File: src/rtl/nibble_serial_add_ctrl_pkg.sv
// Shared types and constants for the nibble-serial adder controller.
package nibble_add_pkg;

    localparam int NIBBLE_W = 4;

    typedef enum logic [1:0] {
        IDLE,
        RUN,
        DONE
    } state_t;

endpackage

File: src/rtl/nibble_serial_add_ctrl_if.sv
// Operand/result handshake bundle for nibble_serial_add_ctrl.
// The sub signal exists only when NIBBLE_SERIAL_ADD_SUB_EN is defined.
interface nibble_serial_add_ctrl_if #(
    parameter int WIDTH = 16
);
    logic             in_valid;
    logic             in_ready;
    logic [WIDTH-1:0] a;
    logic [WIDTH-1:0] b;
`ifdef NIBBLE_SERIAL_ADD_SUB_EN
    logic             sub;
`endif
    logic             out_valid;
    logic             out_ready;
    logic [WIDTH-1:0] sum;
    logic             c_out;
    logic             overflow;

`ifdef NIBBLE_SERIAL_ADD_SUB_EN
    modport master (
        output in_valid, a, b, sub, out_ready,
        input  in_ready, out_valid, sum, c_out, overflow
    );
    modport slave (
        input  in_valid, a, b, sub, out_ready,
        output in_ready, out_valid, sum, c_out, overflow
    );
`else
    modport master (
        output in_valid, a, b, out_ready,
        input  in_ready, out_valid, sum, c_out, overflow
    );
    modport slave (
        input  in_valid, a, b, out_ready,
        output in_ready, out_valid, sum, c_out, overflow
    );
`endif

endinterface

File: src/rtl/nibble_serial_add_ctrl_adder.sv
// 4-bit ripple-carry adder built from 1-bit full adders; also exposes the
// carry into bit 3 so the controller can derive signed overflow.
module nibble_adder
    import nibble_add_pkg::*;
(
    input  logic [NIBBLE_W-1:0] a,
    input  logic [NIBBLE_W-1:0] b,
    input  logic                c_in,
    output logic [NIBBLE_W-1:0] s,
    output logic                c_out,
    output logic                c3
);

    logic [NIBBLE_W:0] c;

    assign c[0] = c_in;

    for (genvar i = 0; i < NIBBLE_W; i++) begin : g_fa
        assign s[i]   = a[i] ^ b[i] ^ c[i];
        assign c[i+1] = (a[i] & b[i]) | (c[i] & (a[i] ^ b[i]));
    end

    assign c_out = c[NIBBLE_W];
    assign c3    = c[NIBBLE_W-1];

endmodule

File: src/rtl/nibble_serial_add_ctrl.sv
// Nibble-serial add controller: one shared 4-bit adder walks WIDTH/4 nibbles,
// LSB first. Define NIBBLE_SERIAL_ADD_SUB_EN to add the sub (A-B) request.
module nibble_serial_add_ctrl
    import nibble_add_pkg::*;
#(
    parameter int WIDTH = 16
) (
    input  logic                     clk,
    input  logic                     resetn,
    nibble_serial_add_ctrl_if.slave  bus
);

    localparam int NIBBLES = WIDTH / NIBBLE_W;
    localparam int IDX_W   = $clog2(NIBBLES);
    localparam logic [IDX_W-1:0] LAST = IDX_W'(NIBBLES - 1);

    state_t               state;
    logic [WIDTH-1:0]     a_r;
    logic [WIDTH-1:0]     b_r;
    logic [IDX_W-1:0]     idx;
    logic                 carry;
    logic [WIDTH-1:0]     sum_r;
    logic                 c_out_r;
    logic                 ovf_r;
    logic                 in_ready_r;
    logic                 out_valid_r;
`ifdef NIBBLE_SERIAL_ADD_SUB_EN
    logic                 sub_r;
`endif

    logic [NIBBLE_W-1:0]  nib_a;
    logic [NIBBLE_W-1:0]  nib_b;
    logic [NIBBLE_W-1:0]  nib_s;
    logic                 nib_co;
    logic                 nib_c3;

    always_comb begin
        nib_a = a_r[int'(idx)*NIBBLE_W +: NIBBLE_W];
        nib_b = b_r[int'(idx)*NIBBLE_W +: NIBBLE_W];
`ifdef NIBBLE_SERIAL_ADD_SUB_EN
        // Subtraction is A + ~B + 1; the +1 comes from the carry preload.
        nib_b = nib_b ^ {NIBBLE_W{sub_r}};
`endif
    end

    nibble_adder u_nibble_adder (
        .a     (nib_a),
        .b     (nib_b),
        .c_in  (carry),
        .s     (nib_s),
        .c_out (nib_co),
        .c3    (nib_c3)
    );

    always_ff @(posedge clk or negedge resetn) begin
        if (!resetn) begin
            state       <= IDLE;
            a_r         <= '0;
            b_r         <= '0;
            idx         <= '0;
            carry       <= 1'b0;
            sum_r       <= '0;
            c_out_r     <= 1'b0;
            ovf_r       <= 1'b0;
            in_ready_r  <= 1'b1;
            out_valid_r <= 1'b0;
`ifdef NIBBLE_SERIAL_ADD_SUB_EN
            sub_r       <= 1'b0;
`endif
        end else begin
            case (state)
                IDLE: begin
                    if (bus.in_valid) begin
                        a_r        <= bus.a;
                        b_r        <= bus.b;
                        idx        <= '0;
`ifdef NIBBLE_SERIAL_ADD_SUB_EN
                        sub_r      <= bus.sub;
                        carry      <= bus.sub;
`else
                        carry      <= 1'b0;
`endif
                        in_ready_r <= 1'b0;
                        state      <= RUN;
                    end
                end
                RUN: begin
                    sum_r[int'(idx)*NIBBLE_W +: NIBBLE_W] <= nib_s;
                    carry <= nib_co;
                    // idx holds at LAST instead of wrapping; DONE takes over.
                    if (idx == LAST) begin
                        c_out_r     <= nib_co;
                        ovf_r       <= nib_co ^ nib_c3;
                        out_valid_r <= 1'b1;
                        state       <= DONE;
                    end else begin
                        idx <= idx + 1'b1;
                    end
                end
                DONE: begin
                    if (bus.out_ready) begin
                        out_valid_r <= 1'b0;
                        in_ready_r  <= 1'b1;
                        state       <= IDLE;
                    end
                end
                default: begin
                    state       <= IDLE;
                    in_ready_r  <= 1'b1;
                    out_valid_r <= 1'b0;
                end
            endcase
        end
    end

    assign bus.in_ready  = in_ready_r;
    assign bus.out_valid = out_valid_r;
    assign bus.sum       = sum_r;
    assign bus.c_out     = c_out_r;
    assign bus.overflow  = ovf_r;

endmodule

File: src/flat_wrapper.sv
// flat-port wrapper written by rule: the top's interface ports become plain ports
module nibble_serial_add_ctrl_flat import nibble_add_pkg::*;
#(
    parameter int WIDTH = 16
)
  (clk, resetn, bus_in_valid, bus_a, bus_b, bus_out_ready, bus_in_ready, bus_out_valid, bus_sum, bus_c_out, bus_overflow);
  nibble_serial_add_ctrl_if #(.WIDTH(WIDTH)) bus_i ();
  input  logic clk;
  input  logic resetn;
  input wire logic [$bits(bus_i.in_valid)-1:0] bus_in_valid;
  input wire logic [$bits(bus_i.a)-1:0] bus_a;
  input wire logic [$bits(bus_i.b)-1:0] bus_b;
  input wire logic [$bits(bus_i.out_ready)-1:0] bus_out_ready;
  output wire logic [$bits(bus_i.in_ready)-1:0] bus_in_ready;
  output wire logic [$bits(bus_i.out_valid)-1:0] bus_out_valid;
  output wire logic [$bits(bus_i.sum)-1:0] bus_sum;
  output wire logic [$bits(bus_i.c_out)-1:0] bus_c_out;
  output wire logic [$bits(bus_i.overflow)-1:0] bus_overflow;
  assign bus_i.in_valid = bus_in_valid;
  assign bus_i.a = bus_a;
  assign bus_i.b = bus_b;
  assign bus_i.out_ready = bus_out_ready;
  assign bus_in_ready = bus_i.in_ready;
  assign bus_out_valid = bus_i.out_valid;
  assign bus_sum = bus_i.sum;
  assign bus_c_out = bus_i.c_out;
  assign bus_overflow = bus_i.overflow;
  nibble_serial_add_ctrl #(.WIDTH(WIDTH)) u_core (.clk(clk), .resetn(resetn), .bus(bus_i));
endmodule
File: config.mk
export PLATFORM = sky130hd
export DESIGN_NAME = nibble_serial_add_ctrl_flat
export DESIGN_NICKNAME = d
export VERILOG_FILES = /design/src/rtl/nibble_serial_add_ctrl_pkg.sv /design/src/rtl/nibble_serial_add_ctrl_if.sv /design/src/rtl/nibble_serial_add_ctrl_adder.sv /design/src/rtl/nibble_serial_add_ctrl.sv /design/src/flat_wrapper.sv
export SDC_FILE = /design/constraint.sdc
export NUM_CORES = 1
export LEC_CHECK = 0
export CAP_MARGIN = 20
export CORE_MARGIN = 3
export CORE_UTILIZATION = 54
export DETAILED_ROUTE_END_ITERATION = 10
export PLACE_DENSITY = 0.84
export SETUP_SLACK_MARGIN = 0.1
export SLEW_MARGIN = 40
export SYNTH_ARGS = -nofsm -noshare
export SYNTH_HDL_FRONTEND = slang
export SYNTH_SLANG_ARGS = --single-unit
File: constraint.sdc
create_clock -name clk -period 4.3 [get_ports clk]
set_input_delay 0.86 -clock clk [delete_from_list [all_inputs] [get_ports clk]]
set_output_delay 0.86 -clock clk [all_outputs]
set_load 0.05 [all_outputs]
* Yosys cells after proc, flatten, opt, wreduce, memory -nomap -nowiden
Index checks and enable logic that the tools add are counted.
** Cells by class
- $add $sub $neg :: 2
- Equality and inequality tests :: 7
- Shift operators :: 4
- Mux-type cells :: 15
- Bitwise operators :: 23
- Reduce and logical (&&, ||, !) cells :: 9
** Operators with widths (count)
- $neg A4 Y33 :: 1
- $shift A4 B33 Y16 const A :: 1
- $shiftx A4 B33 Y16 :: 1
- $shiftx A16 B5 Y4 :: 2
- $bwmux W16 :: 1
- $reduce_and A3 Y1 :: 4
- $mux W2 :: 5
- $xor A1 B1 Y1 :: 9
- $and A1 B1 Y1 :: 8
- $ne A2 B2 Y1 const B :: 3
- $pmux W1 S3 :: 2
- $pmux W2 S3 :: 1
- $reduce_and A2 Y1 :: 3
- $eq A2 B2 Y1 const B :: 2
- $mux W1 :: 4
- $or A1 B1 Y1 :: 4
- $pmux W2 S2 :: 1
- $add A2 B1 Y2 const B :: 1
- $eq A2 B1 Y1 const B :: 1
- $logic_not A2 Y1 :: 1
- $ne A2 B1 Y1 const B :: 1
- $not A1 Y1 :: 2
- $pmux W1 S2 :: 1
- $reduce_bool A2 Y1 :: 1
** Word-level totals
- Flip-flop bits (word level) :: 57
- Bits of input ports :: 36
- Output and inout port bits :: 20

* Longest topological paths before layout
- Word-level depth :: 11
- Depth in mapped cells :: 9
- Depth with buffers taken out :: 8

* Modules after synthesis
From an unflattened synthesis, not the netlist that was laid out.
** Second synthesis, totals
- Cells, all modules :: 205
- Area, all modules :: 2725.1 um2
** Modules (own cells, without submodules)
- nibble_serial_add_ctrl :: instances 1, cells each 193, area each 2615.0 um2
- nibble_adder :: instances 1, cells each 12, area each 110.1 um2

* Least setup slack after synthesis
OpenSTA, ideal clock, no wires.
- Path type :: flip-flop to flip-flop
- Start :: register u_core.idx[0]
- End :: register u_core.sum_r[3], in the netlist u_core.bus.sum[3]
- Library setup time :: 0.077 ns
- Arrival time :: 2.680 ns
- Required time :: 4.223 ns
- Path slack :: 1.543 ns
- Cell stages (with the launch flop) :: 9
- Path buffers :: 1
- Period minus slack after synthesis :: 2.757 ns
- Cell sequence :: dfrtp_1 > buf_2 > mux4_2 > fa_1 > inv_1 > fa_1 > fa_1 > fa_1 > o21ai_1
** On the way
- Word-level cells in the longest chain between the ends :: 11
** RTL lines
- start, declared :: RTL line nibble_serial_add_ctrl.sv:20 : logic [IDX_W-1:0] idx;
- start signal, assigned :: RTL line nibble_serial_add_ctrl.sv:97 : idx <= idx + 1'b1;
- $shiftx A16 B5 Y4 (on tied branches) :: RTL line nibble_serial_add_ctrl.sv:38, nibble_serial_add_ctrl.sv:39
- $xor A1 B1 Y1 :: RTL line nibble_serial_add_ctrl_adder.sv:19, nibble_serial_add_ctrl_adder.sv:20
- $and A1 B1 Y1 :: RTL line nibble_serial_add_ctrl_adder.sv:20 : assign c[i+1] = (a[i] & b[i]) | (c[i] & (a[i] ^ b[i]));
- $or A1 B1 Y1 :: RTL line nibble_serial_add_ctrl_adder.sv:20
- $and A1 B1 Y1 :: RTL line nibble_serial_add_ctrl_adder.sv:20
- $or A1 B1 Y1 :: RTL line nibble_serial_add_ctrl_adder.sv:20
- $and A1 B1 Y1 :: RTL line nibble_serial_add_ctrl_adder.sv:20
- $or A1 B1 Y1 :: RTL line nibble_serial_add_ctrl_adder.sv:20
- $xor A1 B1 Y1 :: RTL line nibble_serial_add_ctrl_adder.sv:19 : assign s[i] = a[i] ^ b[i] ^ c[i];
- $shiftx A4 B33 Y16 :: RTL line nibble_serial_add_ctrl.sv:88 : sum_r[int'(idx)*NIBBLE_W +: NIBBLE_W] <= nib_s;
- $bwmux W16 (*) :: RTL line nibble_serial_add_ctrl.sv:88
- end signal, assigned by index :: RTL line nibble_serial_add_ctrl.sv:88
- end, declared :: RTL line nibble_serial_add_ctrl.sv:22 : logic [WIDTH-1:0] sum_r;
Mark *: on every way between the ends. The rest lies on a longest branch, timed or not.
A chain may end at the register's enable or synchronous reset.

* Worst setup path in the final report
Ends and elaborated chain as after synthesis.

==> qor.log <==
qor: floorplanning.die_area 5670 µm²
qor: yosys.synth_top_cells_by_area dfrtp_1 54%, mux2_2 10%, mux4_2 6.9%
qor: setup_path.critical_path.startpoint_type flop
qor: yosys.synth_largest_area_cell dfrtp_1
qor: cells_and_area.antenna_cells_inserted 0
qor: yosys.synth.most_common_cell dfrtp_1
qor: status.run_status complete, no violations
qor: setup_path.worstSetupPathType reg2reg
qor: setup_path.end_kind flop
qor: cells_and_area.fin_nets 293
qor: floorplanning.core_area 4500 µm²
qor: clocking.cts_tree yes
qor: setup_path.reg2reg_slack 1180 ps
qor: placement.dp_hpwl 3690 µm
qor: route.dr.first_iter.drc_count 170
qor: floorplanning.initial_utilization 57.6%
qor: floorplanning.die_width 75.3 µm
qor: yosys.yosys.area.top_type_share 54.1%
qor: yosys.yosysSeqAreaShare 55.1%
qor: sta.final_period_minus_worst_setup_slack 3120 ps
qor: power.power.density 889 nW/µm²
qor: yosys.netlist_instances 186
qor: sta.maxSlewViolCount 0
qor: hold_path.hold_path.class reg2reg
qor: route.detail_route.first_pass.iterations 4
qor: clocking.clk_root_buffer_cell clkbuf_8
qor: placement.port_buffers 55
qor: power.worst_ir_drop_vdd 0.617 mV
qor: clocking.number_of_buffers_created_by_cts 9
qor: route.drt.antenna.violating_nets 0
qor: clocking.cts.clk_slew.worst_paths 60 ps
qor: setup_path.worstPathMaxFanout 16
qor: cells_and_area.final_cell_area 3340 µm²
qor: floorplanning.row_count 24
qor: sta.finClkSkew 3.76 ps
qor: hold_path.worstHoldEndpoint u_core.bus.sum[13]
qor: floorplanning.die-height 75.3 µm
qor: route.viasPerCell 5.52
qor: clocking.holdBufCountCts 0
qor: yosys.synth_flop_cell dfrtp_1
qor: yosys.syn-cell-area 2590 µm²
qor: setup_path.reg2regPathDepth 7
qor: setup_path.worstReg2RegStart u_core.idx[0]
qor: cells_and_area.filler_cells 310
qor: setup_path.worst-endpoint-required 4560 ps
qor: sta.worst-slew-pin-transition 718 ps
qor: route.drt-total-wl 5200 µm
qor: sta.setup-violations-final 0
qor: yosys.postSynthNetCount 232
qor: grt.grt_start_max_net_pins 58
qor: power.leakage 1.44 nW
qor: setup_path.critPathArrivalTime 3380 ps
qor: yosys.synth-warning-count 0
qor: sta.final.hold.worst_slack 484 ps
qor: sta.tns 0 ps
qor: yosys.synth_edf_count 0
qor: yosys.yosys.cell_types.count 30
qor: clocking.clock-sinks 57
qor: grt.grt_usage 21.4%
qor: route.detailroute.via_count 1,678
qor: flow_run.max_cap_viol_count 0
qor: clocking.clock_tree.htree_level_count 3
qor: sta.maxClockFrequency 0.320 GHz
qor: route.avgRoutedWirePerCell 17.1 µm
qor: clocking.clock_insertion_delay_worst_skew 330 ps
qor: yosys.synth_area_per_cell 13.9 µm²
qor: hold_path.holdCritStartpoint u_core.bus.sum[13]
qor: clocking.post_cts_buffers 0
qor: sta.hold_violations 0
qor: clocking.postCtsResizedCells 0
qor: grt.antenna_found_initial 0
qor: yosys.synthArstFlopShare 100%
qor: sta.period_share 72.6%
qor: sta.setup_repair_after_global_routing_missed_its_margin false
qor: cells_and_area.area_growth_syn_to_layout 28.7%
qor: floorplanning.design.portCount 56
qor: clocking.max-clock-path-buffers 2
qor: yosys.ys_ff_latch 57
qor: grt.number_of_global_route_vias_before_repair 1,750
qor: cells_and_area.post_route_cells_drive_above_1_share 20.2%
qor: placement.gpl.final_weighted_congestion 0.778
qor: setup_path.worst_r2r_end u_core.bus.sum[3]
qor: route.drt_drc_violations_left 0
qor: hold_path.hold-path-cell-count 2
qor: grt.wire_length_of_the_first_global_routing_pass 8740 µm
qor: grt.grt_remaining_overflow 0
qor: yosys.synthTopCellsByCount 56 x dfrtp_1, 23 x mux2_2, 16 x nand2_1, 11 x inv_1, 10 x mux2_1
qor: placement.dpl-instance-area 3160 µm²
qor: sta.max_slew_margin 52.1%
[per-stage QoR]
step | utilization [%] | total power [mW] | setup slack (ps) | instances
6_report | 74.1 | 2.97 | 1180 | 304
5_1_grt | 74.1 | 3.16 | 1000 | 304
4_1_cts | 74.1 | 2.99 | 1160 | 304
3_5_place_dp | 70.2 | 2.52 | 1210 | 288
3_3_place_gp | 70.2 | 2.46 | 1330 | 288
2_1_floorplan | - | 2.07 | 1540 | 186
[registers in the layout, indices dropped and copies added (netlist names)]
register              flops
u_core.carry              1
u_core.bus.overflow       1
u_core.b_r               16
u_core.bus.c_out          1
u_core.bus.sum           16
u_core.idx                2
u_core.a_r               16
u_core.state              2
u_core.bus.in_ready       1
u_core.bus.out_valid      1
[final cells by class]
class                   instances  area, µm²  share of cell area [%]
multi-input cells             111       1070                    32.0
inverters                      11       41.3                    1.24
flip-flops and latches         57       1430                    42.8
clock inverters                 3       15.0                   0.450
repair buffers                 57        561                    16.8
well taps                      52       65.1                    1.95
clock buffers                  13        159                    4.76
[report_power, final]
part | leakage, nW | internal [mW] | switching, mW
logic | 0.639 | 0.687 | 0.831
registers | 0.704 | 0.790 | 0.215
clock network | 0.0932 | 0.238 | 0.204
total | 1.44 | 1.72 | 1.25
[worst max-delay path by stage]
stage                        startpoint                  end  slack, ps  depth (start not counted)
after floorplan           u_core.idx[0]    u_core.bus.sum[3]       1540                          8
after global placement    u_core.idx[0]  u_core.bus.overflow       1330                          8
after detailed placement  u_core.idx[0]    u_core.bus.sum[3]       1210                          7
after CTS                 u_core.idx[0]    u_core.bus.sum[3]       1160                          7
after global routing      u_core.idx[0]   u_core.bus.sum[15]       1000                          7
final                     u_core.idx[0]    u_core.bus.sum[3]       1180                          7
[kinds of logic after synthesis]
kind of cell / share of synthesized area [%]
DFF: 55.1
muxes: 21.3
xor gates and xnor gates: 0.338
and+or+nand+nor: 7.67
buffers and inverters: 3.72
adders and majority gates: 5.98
AOI/OAI and AO/OA: 5.94
[routing by layer]
metal	vias to the layer above	GRT usage (%)	part of all wire, %
met3	14	6.99	4.9
met5	-	0	0
met2	54	34.9	51
met4	0	7.96	1.9
li1	781	-	-
met1	829	26.9	43
[cells in the final DEF (no fill, tap or decap), drive strengths merged]
cell type      synthesis  layout
dfrtp                 56      56
clkdlybuf4s50          0      54
mux2                  33      33
nand2                 16      16
clkbuf                 1      13
o21ai                 13      13
inv                   11      11
mux4                   8       8
o2bb2ai                8       8
ha                     6       6
nor2                   5       5
fa                     4       4
nand2b                 3       3
clkinv                 0       3
nand3b                 3       3
buf                    6       3
a21oi                  2       2
or3                    2       2
nor3b                  2       2
nor2b                  1       1
nand4                  1       1
nor3                   1       1
a22o                   1       1
xnor2                  1       1
or4b                   1       1
dfstp                  1       1
[worst max-delay path: stages, from the launching register on]
cell	delay, ps
dfrtp_1	810
mux4_2	620
fa_1	410
inv_1	90
fa_1	190
fa_1	250
fa_1	510
o21ai_1	170
Power figures use the tool's default switching activity.
